$ cat src/rtl/audio_rec_ctrl_if.sv
// Control/status bundle between the user/CPU registers and the record/playback sequencer.
// The master drives the requests and capture-core flags; the slave (sequencer) drives the rest.
interface audio_rec_ctrl_if #(
    parameter int CW = 11
);
    logic          start_rec;
    logic          start_play;
    logic          stop;
    logic          full;
    logic          empty;
    logic          mic_clk;
    logic          sample_en;
    logic          wr;
    logic          rd;
    logic          busy;
    logic          done;
    logic [CW-1:0] count;
    logic [CW-1:0] len;
    logic [1:0]    state;

    modport master (
        output start_rec, start_play, stop, full, empty,
        input  mic_clk, sample_en, wr, rd, busy, done, count, len, state
    );

    modport slave (
        input  start_rec, start_play, stop, full, empty,
        output mic_clk, sample_en, wr, rd, busy, done, count, len, state
    );
endinterface

$ cat src/rtl/audio_rec_ctrl.sv
// Record/playback sequencer for the PDM microphone path: generates mic_clk and the
// sample strobe, drives wr/rd of the capture core and bounds/replays recordings.
module audio_rec_ctrl #(
    parameter int DIV     = 4,
    parameter int REC_LEN = 1024,
    parameter int CW      = 11
) (
    input  logic             clk,
    input  logic             reset,
    audio_rec_ctrl_if.slave  bus
);
    localparam int DW = (DIV > 2) ? $clog2(DIV) : 1;

    typedef enum logic [1:0] {
        S_IDLE   = 2'd0,
        S_RECORD = 2'd1,
        S_PLAY   = 2'd2,
        S_DONE   = 2'd3
    } state_t;

    state_t        state_q, state_d;
    logic [DW-1:0] div_q, div_d;
    logic          mic_clk_q, mic_clk_d;
    logic          sample_en_q, sample_en_d;
    logic          wr_q, wr_d;
    logic          rd_q, rd_d;
    logic          busy_q, busy_d;
    logic          done_q, done_d;
    logic [CW-1:0] count_q, count_d;
    logic [CW-1:0] len_q, len_d;

    logic          tick;
    logic          rise;
    logic          is_rec;
    logic          abort;
    logic          finish;
    logic [CW-1:0] cnt_inc;
    logic [CW-1:0] limit;

    always_comb begin
        state_d     = state_q;
        div_d       = div_q;
        mic_clk_d   = mic_clk_q;
        sample_en_d = 1'b0;
        wr_d        = wr_q;
        rd_d        = rd_q;
        busy_d      = busy_q;
        done_d      = 1'b0;
        count_d     = count_q;
        len_d       = len_q;
        finish      = 1'b0;

        tick    = (div_q == DW'(DIV - 1));
        rise    = tick && !mic_clk_q;
        is_rec  = (state_q == S_RECORD);
        abort   = bus.stop || (is_rec ? bus.full : bus.empty);
        cnt_inc = count_q + 1'b1;
        limit   = is_rec ? CW'(REC_LEN) : len_q;

        case (state_q)
            S_IDLE: begin
                div_d     = '0;
                mic_clk_d = 1'b0;
                if (bus.start_rec) begin
                    state_d = S_RECORD;
                    count_d = '0;
                    wr_d    = 1'b1;
                    busy_d  = 1'b1;
                end else if (bus.start_play && (len_q != '0)) begin
                    state_d = S_PLAY;
                    count_d = '0;
                    rd_d    = 1'b1;
                    busy_d  = 1'b1;
                end
            end
            S_RECORD, S_PLAY: begin
                // An abort suppresses any rise that would have happened on the same edge.
                if (abort) begin
                    finish = 1'b1;
                end else begin
                    div_d = tick ? '0 : div_q + 1'b1;
                    if (tick) mic_clk_d = ~mic_clk_q;
                    if (rise) begin
                        count_d     = cnt_inc;
                        sample_en_d = 1'b1;
                        if (cnt_inc == limit) finish = 1'b1;
                    end
                end
                if (finish) begin
                    state_d   = S_DONE;
                    done_d    = 1'b1;
                    wr_d      = 1'b0;
                    rd_d      = 1'b0;
                    busy_d    = 1'b0;
                    mic_clk_d = 1'b0;
                    div_d     = '0;
                    if (is_rec) len_d = count_d;
                end
            end
            default: begin
                state_d = S_IDLE;
            end
        endcase
    end

    always_ff @(posedge clk or posedge reset) begin
        if (reset) begin
            state_q     <= S_IDLE;
            div_q       <= '0;
            mic_clk_q   <= 1'b0;
            sample_en_q <= 1'b0;
            wr_q        <= 1'b0;
            rd_q        <= 1'b0;
            busy_q      <= 1'b0;
            done_q      <= 1'b0;
            count_q     <= '0;
            len_q       <= '0;
        end else begin
            state_q     <= state_d;
            div_q       <= div_d;
            mic_clk_q   <= mic_clk_d;
            sample_en_q <= sample_en_d;
            wr_q        <= wr_d;
            rd_q        <= rd_d;
            busy_q      <= busy_d;
            done_q      <= done_d;
            count_q     <= count_d;
            len_q       <= len_d;
        end
    end

    assign bus.mic_clk   = mic_clk_q;
    assign bus.sample_en = sample_en_q;
    assign bus.wr        = wr_q;
    assign bus.rd        = rd_q;
    assign bus.busy      = busy_q;
    assign bus.done      = done_q;
    assign bus.count     = count_q;
    assign bus.len       = len_q;
    assign bus.state     = state_q;
endmodule

$ cat src/flat_wrapper.sv
// flat-port wrapper written by rule: the top's interface ports become plain ports
module audio_rec_ctrl_flat 
#(
    parameter int DIV     = 4,
    parameter int REC_LEN = 1024,
    parameter int CW      = 11
)
  (clk, reset, bus_start_rec, bus_start_play, bus_stop, bus_full, bus_empty, bus_mic_clk, bus_sample_en, bus_wr, bus_rd, bus_busy, bus_done, bus_count, bus_len, bus_state);
  audio_rec_ctrl_if #(.CW(CW)) bus_i ();
  input  logic clk;
  input  logic reset;
  input wire logic [$bits(bus_i.start_rec)-1:0] bus_start_rec;
  input wire logic [$bits(bus_i.start_play)-1:0] bus_start_play;
  input wire logic [$bits(bus_i.stop)-1:0] bus_stop;
  input wire logic [$bits(bus_i.full)-1:0] bus_full;
  input wire logic [$bits(bus_i.empty)-1:0] bus_empty;
  output wire logic [$bits(bus_i.mic_clk)-1:0] bus_mic_clk;
  output wire logic [$bits(bus_i.sample_en)-1:0] bus_sample_en;
  output wire logic [$bits(bus_i.wr)-1:0] bus_wr;
  output wire logic [$bits(bus_i.rd)-1:0] bus_rd;
  output wire logic [$bits(bus_i.busy)-1:0] bus_busy;
  output wire logic [$bits(bus_i.done)-1:0] bus_done;
  output wire logic [$bits(bus_i.count)-1:0] bus_count;
  output wire logic [$bits(bus_i.len)-1:0] bus_len;
  output wire logic [$bits(bus_i.state)-1:0] bus_state;
  assign bus_i.start_rec = bus_start_rec;
  assign bus_i.start_play = bus_start_play;
  assign bus_i.stop = bus_stop;
  assign bus_i.full = bus_full;
  assign bus_i.empty = bus_empty;
  assign bus_mic_clk = bus_i.mic_clk;
  assign bus_sample_en = bus_i.sample_en;
  assign bus_wr = bus_i.wr;
  assign bus_rd = bus_i.rd;
  assign bus_busy = bus_i.busy;
  assign bus_done = bus_i.done;
  assign bus_count = bus_i.count;
  assign bus_len = bus_i.len;
  assign bus_state = bus_i.state;
  audio_rec_ctrl #(.DIV(DIV), .REC_LEN(REC_LEN), .CW(CW)) u_core (.clk(clk), .reset(reset), .bus(bus_i));
endmodule
$ cat config.mk
export PLATFORM = sky130hd
export DESIGN_NAME = audio_rec_ctrl_flat
export DESIGN_NICKNAME = d
export VERILOG_FILES = /design/src/rtl/audio_rec_ctrl_if.sv /design/src/rtl/audio_rec_ctrl.sv /design/src/flat_wrapper.sv
export SDC_FILE = /design/constraint.sdc
export NUM_CORES = 1
export LEC_CHECK = 0
export ABC_AREA = 1
export BUFFER_PORTS_ARGS = -buffer_cell sky130_fd_sc_hd__buf_2
export CAP_MARGIN = 5
export CORE_MARGIN = 2
export CORE_UTILIZATION = 28
export CTS_BUF_LIST = sky130_fd_sc_hd__clkbuf_8
export CTS_CLUSTER_SIZE = 12
export DETAILED_ROUTE_END_ITERATION = 7
export MAX_ROUTING_LAYER = met4
export PLACE_DENSITY = 0.57
export SKIP_LAST_GASP = 1
export SYNTH_ARGS = -nofsm -noshare
export SYNTH_HDL_FRONTEND = slang
export SYNTH_SLANG_ARGS = --single-unit
$ cat constraint.sdc
create_clock -name clk -period 4.7 [get_ports clk]
set_input_delay 0.235 -clock clk [delete_from_list [all_inputs] [get_ports clk]]
set_output_delay 0.235 -clock clk [all_outputs]
set_load 0.005 [all_outputs]
==> After elaboration in Yosys (flattened, before gate mapping) <==
Cells that the tools add are included.
{ "op_classes": {"add_sub_neg": 2, "eq_ne": 11, "n_mux": 36, "bitwise": 1, "n_reduce_logical": 16} }
{ "ops": {"columns": ["operator", "n"], "rows": [
  ["11-bit two-way mux", 5],
  ["11-bit one-hot mux with 2 select lines", 1],
  ["1-bit two-way mux", 18],
  ["2-bit two-way mux", 6],
  ["3-bit AND reduction", 4],
  ["11-bit by 1-bit adder with 11-bit output, second input constant", 1],
  ["11-bit == test", 1],
  ["11-bit nonzero test", 1],
  ["1-bit one-hot mux with 2 select lines", 4],
  ["2-bit one-hot mux with 2 select lines", 2],
  ["2-bit AND reduction", 3],
  ["2-bit == test, second input constant", 2],
  ["2-bit by 1-bit != test with 1-bit output, second input constant", 2],
  ["2-bit != test, second input constant", 2],
  ["4-bit AND reduction", 1],
  ["3-bit by 1-bit != test with 1-bit output, second input constant", 1],
  ["3-bit by 2-bit != test with 1-bit output, second input constant", 1],
  ["3-bit != test, second input constant", 1],
  ["2-bit by 1-bit adder with 2-bit output, second input constant", 1],
  ["2-bit by 1-bit == test with 1-bit output, second input constant", 1],
  ["1-bit logical AND", 2],
  ["2-bit zero test", 1],
  ["2-bit nonzero test", 1],
  ["2-bit OR reduction", 1],
  ["other kinds (3)", 3]
]} }
{ "totals": {"regBits": 32, "inputBits": 7, "word_cells": 76} }

==> Depth between registers and ports, before layout <==
Gate-level depths: netlist of run 1.
{ "depth": {"depth_word": 9, "mapped_depth": 17, "depth_no_buf": 15} }

==> Worst setup path after synthesis of run 1 <==
No wires, ideal clock.
{ "synth_timing": {"path_type": "register to register", "from": "reg u_core.state_q[1] (netlist: u_core.bus.state[1])", "to": "reg u_core.len_q[2] (netlist: u_core.bus.len[2])", "setup_time_ns": 0.127, "arrival_time_ns": 1.941, "path_slack_ns": 2.632, "stages_incl_launch_ff": 18, "path_buffers": 2, "cell_sequence": "dfrtp_1 inv_1 ha_1 inv_2 buf_6 nand3_2 nand2_1 clkinv_1 nand3_1 nor2_1 nand3_1 nor2_2 nand3_4 nand2_4 nand3_4 buf_6 nand2_2 o21ai_2"} }
{ "synth_via": {"elab_chain_len": 8, "word_cells_on_any_way": 13} }
{ "synth_lines": {"columns": ["item", "line_no", "rtl"], "rows": [
  ["from (decl)", "audio_rec_ctrl.sv:21", "state_t state_q, state_d;"],
  ["from (signal assigned)", "audio_rec_ctrl.sv:119", "state_q <= state_d;"],
  ["2-bit by 1-bit == test with 1-bit output", "audio_rec_ctrl.sv:55, audio_rec_ctrl.sv:60", null],
  ["11-bit two-way mux", "audio_rec_ctrl.sv:58", "limit = is_rec ? CW'(REC_LEN) : len_q;"],
  ["11-bit == test", "audio_rec_ctrl.sv:86", "if (cnt_inc == limit) finish = 1'b1;"],
  ["1-bit two-way mux", "audio_rec_ctrl.sv:86", null],
  ["1-bit two-way mux", "audio_rec_ctrl.sv:83", "if (rise) begin"],
  ["1-bit two-way mux", "audio_rec_ctrl.sv:78", "if (abort) begin"],
  ["1-bit two-way mux", "audio_rec_ctrl.sv:60", "case (state_q)"],
  ["3-bit AND reduction (no line)", null, null],
  ["to (signal assigned)", "audio_rec_ctrl.sv:128", "len_q <= len_d;"],
  ["to (decl)", "audio_rec_ctrl.sv:30", "logic [CW-1:0] len_q, len_d;"]
]} }
Parallel ways exist; a longest one is shown, timed or not. The select of a mux whose other input is x is not followed.
A chain may end at the register's enable or synchronous reset.

==> Worst setup path after layout of run 1 <==
{ "layout_timing": {"from": "reg u_core.state_q[1] (netlist: u_core.bus.state[1])", "to": "reg u_core.len_q[10] (netlist: u_core.bus.len[10])"} }
The elaborated chain is that of the path after synthesis.

==> results of run 1 <==
cell type report:
type                    instances  area, um2  share of cell area, %
clock buffers                   7       96.3                   3.88
inverters                      38        143                   5.75
multi-input cells             206       1120                   45.3
flip-flops and latches         32        801                   32.3
well taps                      99        124                   4.99
repair buffers                 38        195                   7.86
metal layers:
| layer | GRT usage (%) | wire, um |
|---|---|---|
| met1 | 19.9 | 2760 |
| met2 | 21.2 | 2420 |
| met5 | - | 0 |
| met3 | 2.82 | 247 |
| met4 | 4.67 | 87 |
power groups by stage:
stage,clock (W),sequential (W),combinational [W]
2_1_floorplan,0,0.000344,0.000324
3_5_place_dp,0,0.000344,0.000428
5_1_grt,0.000254,0.000344,0.000484
6_report,0.000234,0.000339,0.000429
4_1_cts,0.000241,0.000339,0.000433
3_3_place_gp,0,0.000342,0.000433
layout by cell type, fill, tap and decap left out:
cell type,Yosys,layout
nor2_4,3,3
or2_2,1,1
inv_2,1,1
nand3_2,2,2
nor2_2,3,3
buf_4,1,2
nor4_1,2,2
nand3_1,26,26
dfrtp_1,32,32
nand2_1,81,81
nand2_4,2,2
nor2_1,12,12
o22ai_1,10,10
a21boi_4,1,1
inv_1,33,33
xor2_1,1,1
nand2_2,12,12
clkinv_1,4,4
nand3b_1,3,3
clkbuf_8,0,7
nand4_1,3,3
nor3_1,1,1
o21ai_1,4,4
o21ai_2,11,11
buf_2,0,36
nand3_4,2,2
o21ai_0,17,17
a21oi_1,4,4
ha_1,5,5
logic make-up after synthesis:
| group | Yosys count |
|---|---|
| AO/OA/AOI/OAI | 47 |
| XOR/XNOR | 1 |
| adder cells (fa/ha/maj) | 5 |
| buffers and inverters | 45 |
| flip-flops | 32 |
| AND/OR/NAND/NOR | 153 |
worst max path at each step:
| stage | to | slack [ps] | cells past startpoint |
|---|---|---|---|
| after floorplan | u_core.bus.len[2] | 2630 | 17 |
| after global placement | u_core.bus.len[9] | 2250 | 15 |
| after detailed placement | u_core.bus.len[10] | 2150 | 15 |
| after CTS | u_core.bus.len[10] | 2140 | 15 |
| after global routing | u_core.bus.len[10] | 1890 | 15 |
| final | u_core.bus.len[10] | 2160 | 15 |
registers in the layout, summed over array words and instances (netlist names):
register,flops
u_core.bus.done,1
u_core.bus.state,2
u_core.bus.rd,1
u_core.div_q,2
u_core.bus.count,11
u_core.bus.mic_clk,1
u_core.bus.busy,1
u_core.bus.sample_en,1
u_core.bus.wr,1
u_core.bus.len,11
through the flow:
step | area [um2] | utilization, % | total power, W | hold slack, ps
2_1_floorplan | 2120 | - | 0.000668 | 351
3_3_place_gp | 2390 | 32.7 | 0.000775 | 345
3_5_place_dp | 2390 | 32.7 | 0.000772 | 347
4_1_cts | 2480 | 34.0 | 0.00101 | 37.0
5_1_grt | 2480 | 34.0 | 0.00108 | 76.6
6_report | 2480 | 34.0 | 0.00100 | 23.9
worst max-delay path: cells and delay by family (launching register included):
kind                     cells  cell delay [ps]
AO/OA/AOI/OAI                1               60
adder cells (fa/ha/maj)      1              330
buffers and inverters        3              320
flip-flops                   1              410
AND/OR/NAND/NOR             10             1310
==> qor.yml, run 1 <==
yosysMostFrequentCell: "nand2_1"
syn2layout_area_growth_pct: 17.1
clkLatencyLatePin_ps: 280
r2r_cells: 15
cp-startpoint: "u_core.bus.state[1]"
slowest_stage: "dfrtp_1"
fin_crit_ps: 2540
status: "complete, no violations"
numClockSinks: 32
finalClockSkew_ps: 5.62
synthTopCellsByCount: "nand2_1, inv_1, dfrtp_1, nand3_1, o21ai_0"
post-synth-top-area-cell: "dfrtp_1"
synth_ff_type: "dfrtp_1"
yosysWarnings: 0
hold_viol_final: 0
drive_gt1_share_pct: 25.9
cpPeakStageDelay_ps: 410
r2r-start: "u_core.bus.state[1]"
cts_resized: 0
p_seq_share_pct: 33.8
p_sw_share_pct: 42.5
rrSetupSlack_ps: 2160
first_pass_iters: 4
drtIter0Drc: 160
drtAntennaViolNets: 0
post-place-ws_ps: 2150
synth_area_um2: 2120
io_pins: 37
startpoint_type: "flop"
cts.path.max_buffers: 2
nNetsFinal: 333
avgRoutedWirePerCell_um: 13.1
async_flop_share_pct: 100
synthXorXnorAreaFrac_pct: 0.413
finalNonFillerCells: 420
synthAdderAreaFrac_pct: 2.95
synth_top_area_share_pct: 37.8
power_leakage_nw: 1.25
tns_ps: 0
maxSlewHeadroom_pct: 67.1
antenna_found_initial: 0
hold_class: "in -> async"
wl_mm: 5.52
fmax_mhz: 393
syn_inst: 283
ys_seq_area_share_pct: 37.8
synthSimpleGateAreaFrac_pct: 35.4
dp_cells: 413
synth-seq-cells: 32
ir_worst_vdd_uv: 423
p_int_w: 0.000577
setup_viol: 0
criticalPathCategory: "reg -> reg"
crit_required_ps: 4870
synth.distinct_cells: 29
initial_core_util_pct: 29.1
clockRootBuffer: "clkbuf_8"
synth.net_count: 295
post_cts_buffers: 0
dpl.hpwl_mm: 4.12
worst_slew_pin_slew_ps: 493
path_cells: "inv_1 > ha_1 > inv_2 > nand2_1 > inv_1 > nand2_1 > nand3_1 > nor2_1 > nand3_1 > nor2_2 > nand3_4 > nand2_4 > nand3_4 > nand2_1 > o21ai_2"
cpMostUsedCell: "nand2_1"
gp_congestion: 0.894
crit_fanout: 22
synthMuxAreaShare_pct: 0
cts_max_level: 2
avgSynthCellArea_um2: 7.49
grt_pass1_vias: 1859
via_per_inst: 4.65
dieWidth_um: 91.0
dieArea_um2: 8280
grt_pass1_wl_mm: 9.24
path_clk_slew_ps: 70
synth_edf_count: 0
power_density_nw_per_um2: 404
cts_tree: "yes"
synth_top_family_by_area: "simple AND/OR/NAND/NOR gates"
setup_ws_ps: 2160
ctsHoldBuffers: 0
grt_overflow: 0
io_buffers: 36
cts_made_buffers: 5
rows: 31
fill_cells: 794
combPwrFrac_pct: 42.8
synth-compound-area-share_pct: 14.3
grt_max_degree: 33
diodes: 0
clkPwrFrac_pct: 23.3
finalCritPeriodShare_pct: 54.1
r2r-end: "u_core.bus.len[10]"
route.vias.total: 1953
cp-end-kind: "flop"
slew_viol_final: 0
fp.dieH_um: 91.0
power_switching_w: 0.000426
drc: 0
worst-endpoint-arrival_ps: 2710
core_area_um2: 7290
maxCapViolations: 0
grt_usage_pct: 14.4
synth_area_leaders: "dfrtp_1, nand2_1, nand3_1"
rsz0062_at_grt: "no"
No activity file was read; power rests on OpenSTA's default activity.
==> inputs of run 2 (changes only) <==
Clock period 4.7 ns to 2.5 ns, I/O delays scaled along.
==> run 2 against run 1 <==
Largest power group unchanged. Critical path depth unchanged. Die area unchanged. Wire length increased by 4.4%. Largest cell class unchanged. Clock power increased by 80%.
==> qor.yml, run 2 (synthesis gave the netlist of run 1 again) <==
power_density_nw_per_um2: 765  # +89%
grt_pass1_vias: 1962  # +5.5%
clockRootBuffer: "clkbuf_8"
io_pins: 37  # unchanged
grt_max_degree: 33  # unchanged
path_clk_slew_ps: 70  # about the same
setup_viol: 0  # unchanged
antenna_found_initial: 0  # unchanged
fin_crit_ps: 2240  # -299 ps
io_buffers: 36  # unchanged
tns_ps: 0  # unchanged
cpPeakStageDelay_ps: 400  # about the same
rows: 31  # unchanged
critPathBufInv: 3  # unchanged
maxSlewHeadroom_pct: 71.2  # +4.1 points
cts.path.max_buffers: 2  # unchanged
power_leakage_nw: 1.26  # +1.3%
maxCapViolations: 0  # unchanged
r2r_cells: 15  # unchanged
via_per_inst: 4.69  # +0.80%
r2r-start: "u_core.bus.state[1]"
final_common_cell: "nand2_1"
final_cell_mix: "nand2_1, buf_2, inv_1, dfrtp_1, nand3_1"
r2r-end: "u_core.bus.len[10]"
startpoint_type: "flop"
path_cells: "inv_1 > ha_1 > buf_4 > nor2_1 > nand3b_1 > nand2_1 > nand2_1 > clkinv_1 > nand2_1 > nor2_2 > nand3_4 > nand2_4 > nand3_4 > nand2_1 > o21ai_2"
cts_tree: "yes"
dieArea_um2: 8280  # unchanged
grt_overflow: 0  # unchanged
hold_class: "in -> reg"
drive_gt1_share_pct: 26.7  # +0.83 points
crit_required_ps: 2670  # -2200 ps
criticalPathCategory: "reg -> reg"
slew_viol_final: 0  # unchanged
cp_top_family: "simple AND/OR/NAND/NOR gates"
route.vias.total: 1992  # +2.0%
cpMostUsedCell: "nand2_1"
regArea_um2: 801  # unchanged
numClockSinks: 32  # unchanged
nNetsFinal: 337  # +1.2%
grt_pass1_wl_mm: 9.41  # +1.9%
drc: 0  # unchanged
ir_worst_vdd_uv: 599  # +41%
cts_max_level: 2  # unchanged
syn2layout_area_growth_pct: 19.1
fmax_mhz: 446  # +13%
rrSetupSlack_ps: 260  # -1900 ps
hold_viol_final: 0  # unchanged
wl_mm: 5.76  # +4.4%
multi_input_area_um2: 1140  # +1.6%
endpoint: "u_core.bus.len[10]"
dp_cells: 415  # +0.48%
critical_path_depth: 15  # unchanged
dieWidth_um: 91.0  # unchanged
hold_ws_ps: 195  # +172 ps
post-route-util_pct: 34.6  # +0.57 points
finalClockSkew_ps: 8.08  # +2.47 ps
worst_slew_pin_slew_ps: 431  # -61.9 ps
crit_fanout: 11  # -50%
finalNonFillerCells: 425  # +1.2%
diodes: 0  # unchanged
cp-startpoint: "u_core.bus.state[1]"
status: "complete, no violations"
fill_cells: 827  # +4.2%
grt_usage_pct: 14.7  # +0.29 points
gp_congestion: 0.812  # -9.1%
clkLatencyLatePin_ps: 290  # about the same
drtIter0Drc: 97  # -39%
slowest_stage: "dfrtp_1"
initial_core_util_pct: 29.1  # unchanged
core_area_um2: 7290  # unchanged
avgRoutedWirePerCell_um: 13.6  # +3.2%
post_cts_buffers: 0  # unchanged
worst-endpoint-arrival_ps: 2410  # -300 ps
cp-end-kind: "flop"
cts_made_buffers: 5  # unchanged
first_pass_iters: 4  # unchanged
finalCritPeriodShare_pct: 89.7  # +36 points
fp.dieH_um: 91.0  # unchanged
drtAntennaViolNets: 0  # unchanged
rsz0062_at_grt: "no"
dpl.hpwl_mm: 4.10  # -0.55%
## run 2: layer usage
layer	global-route usage (%)	wire length (um)	vias to the layer above
li1	-	-	1005
met1	19.1	2770	925
met2	23.3	2630	55
met3	2.90	297	7
met4	4.29	61	0
met5	-	0	-
## run 2: final cells by class
class,instances,share of cell area [%]
Multi-Input combinational cell,207,45.2
Sequential cell,32,31.7
Timing Repair Buffer,41,8.73
Inverter,38,5.75
Tap cell,99,4.91
Clock buffer,6,3.27
Clock inverter,2,0.397
## run 2: how the worst min path moves through the flow
| stage | from | to | depth (start not counted) |
|---|---|---|---|
| floorplan | reset | u_core.bus.busy | 1 |
| global placement | reset | u_core.div_q[1] | 3 |
| detailed placement | reset | u_core.div_q[0] | 3 |
| CTS | bus_start_rec | u_core.bus.state[0] | 4 |
| global route | bus_start_rec | u_core.bus.state[1] | 4 |
| finish | bus_start_rec | u_core.bus.state[1] | 4 |
## run 2: worst register-to-register path, cell delays in order (launching register included)
cell	delay, ps
dfrtp_1	400
inv_1	90
ha_1	210
buf_4	210
nor2_1	80
nand3b_1	150
nand2_1	70
nand2_1	60
clkinv_1	50
nand2_1	50
nor2_2	120
nand3_4	110
nand2_4	120
nand3_4	210
nand2_1	150
o21ai_2	60
## run 2: what timing repair did
item / CTS / global route
hold buffers: 1 / 0
endpoints found under the setup margin: 0 / 11
endpoints found under the hold margin: 32 / 0
gates resized for setup: 0 / 2
## run 2: where the power goes
part | switching [W] | total [W] | internal [W]
registers | 0.0000455 | 0.000634 | 0.000589
clock network | 0.000201 | 0.000421 | 0.000220
logic | 0.000605 | 0.000875 | 0.000270
## run 2: through the flow
step	instance area, um2	setup slack (ps)	total power (W)
final	2520	257	0.00193
after global routing	2520	45.5	0.00209
after CTS	2500	75.2	0.00190
after detailed placement	2400	80.4	0.00147
after global placement	2400	111	0.00148
after floorplan	2120	432	0.00126
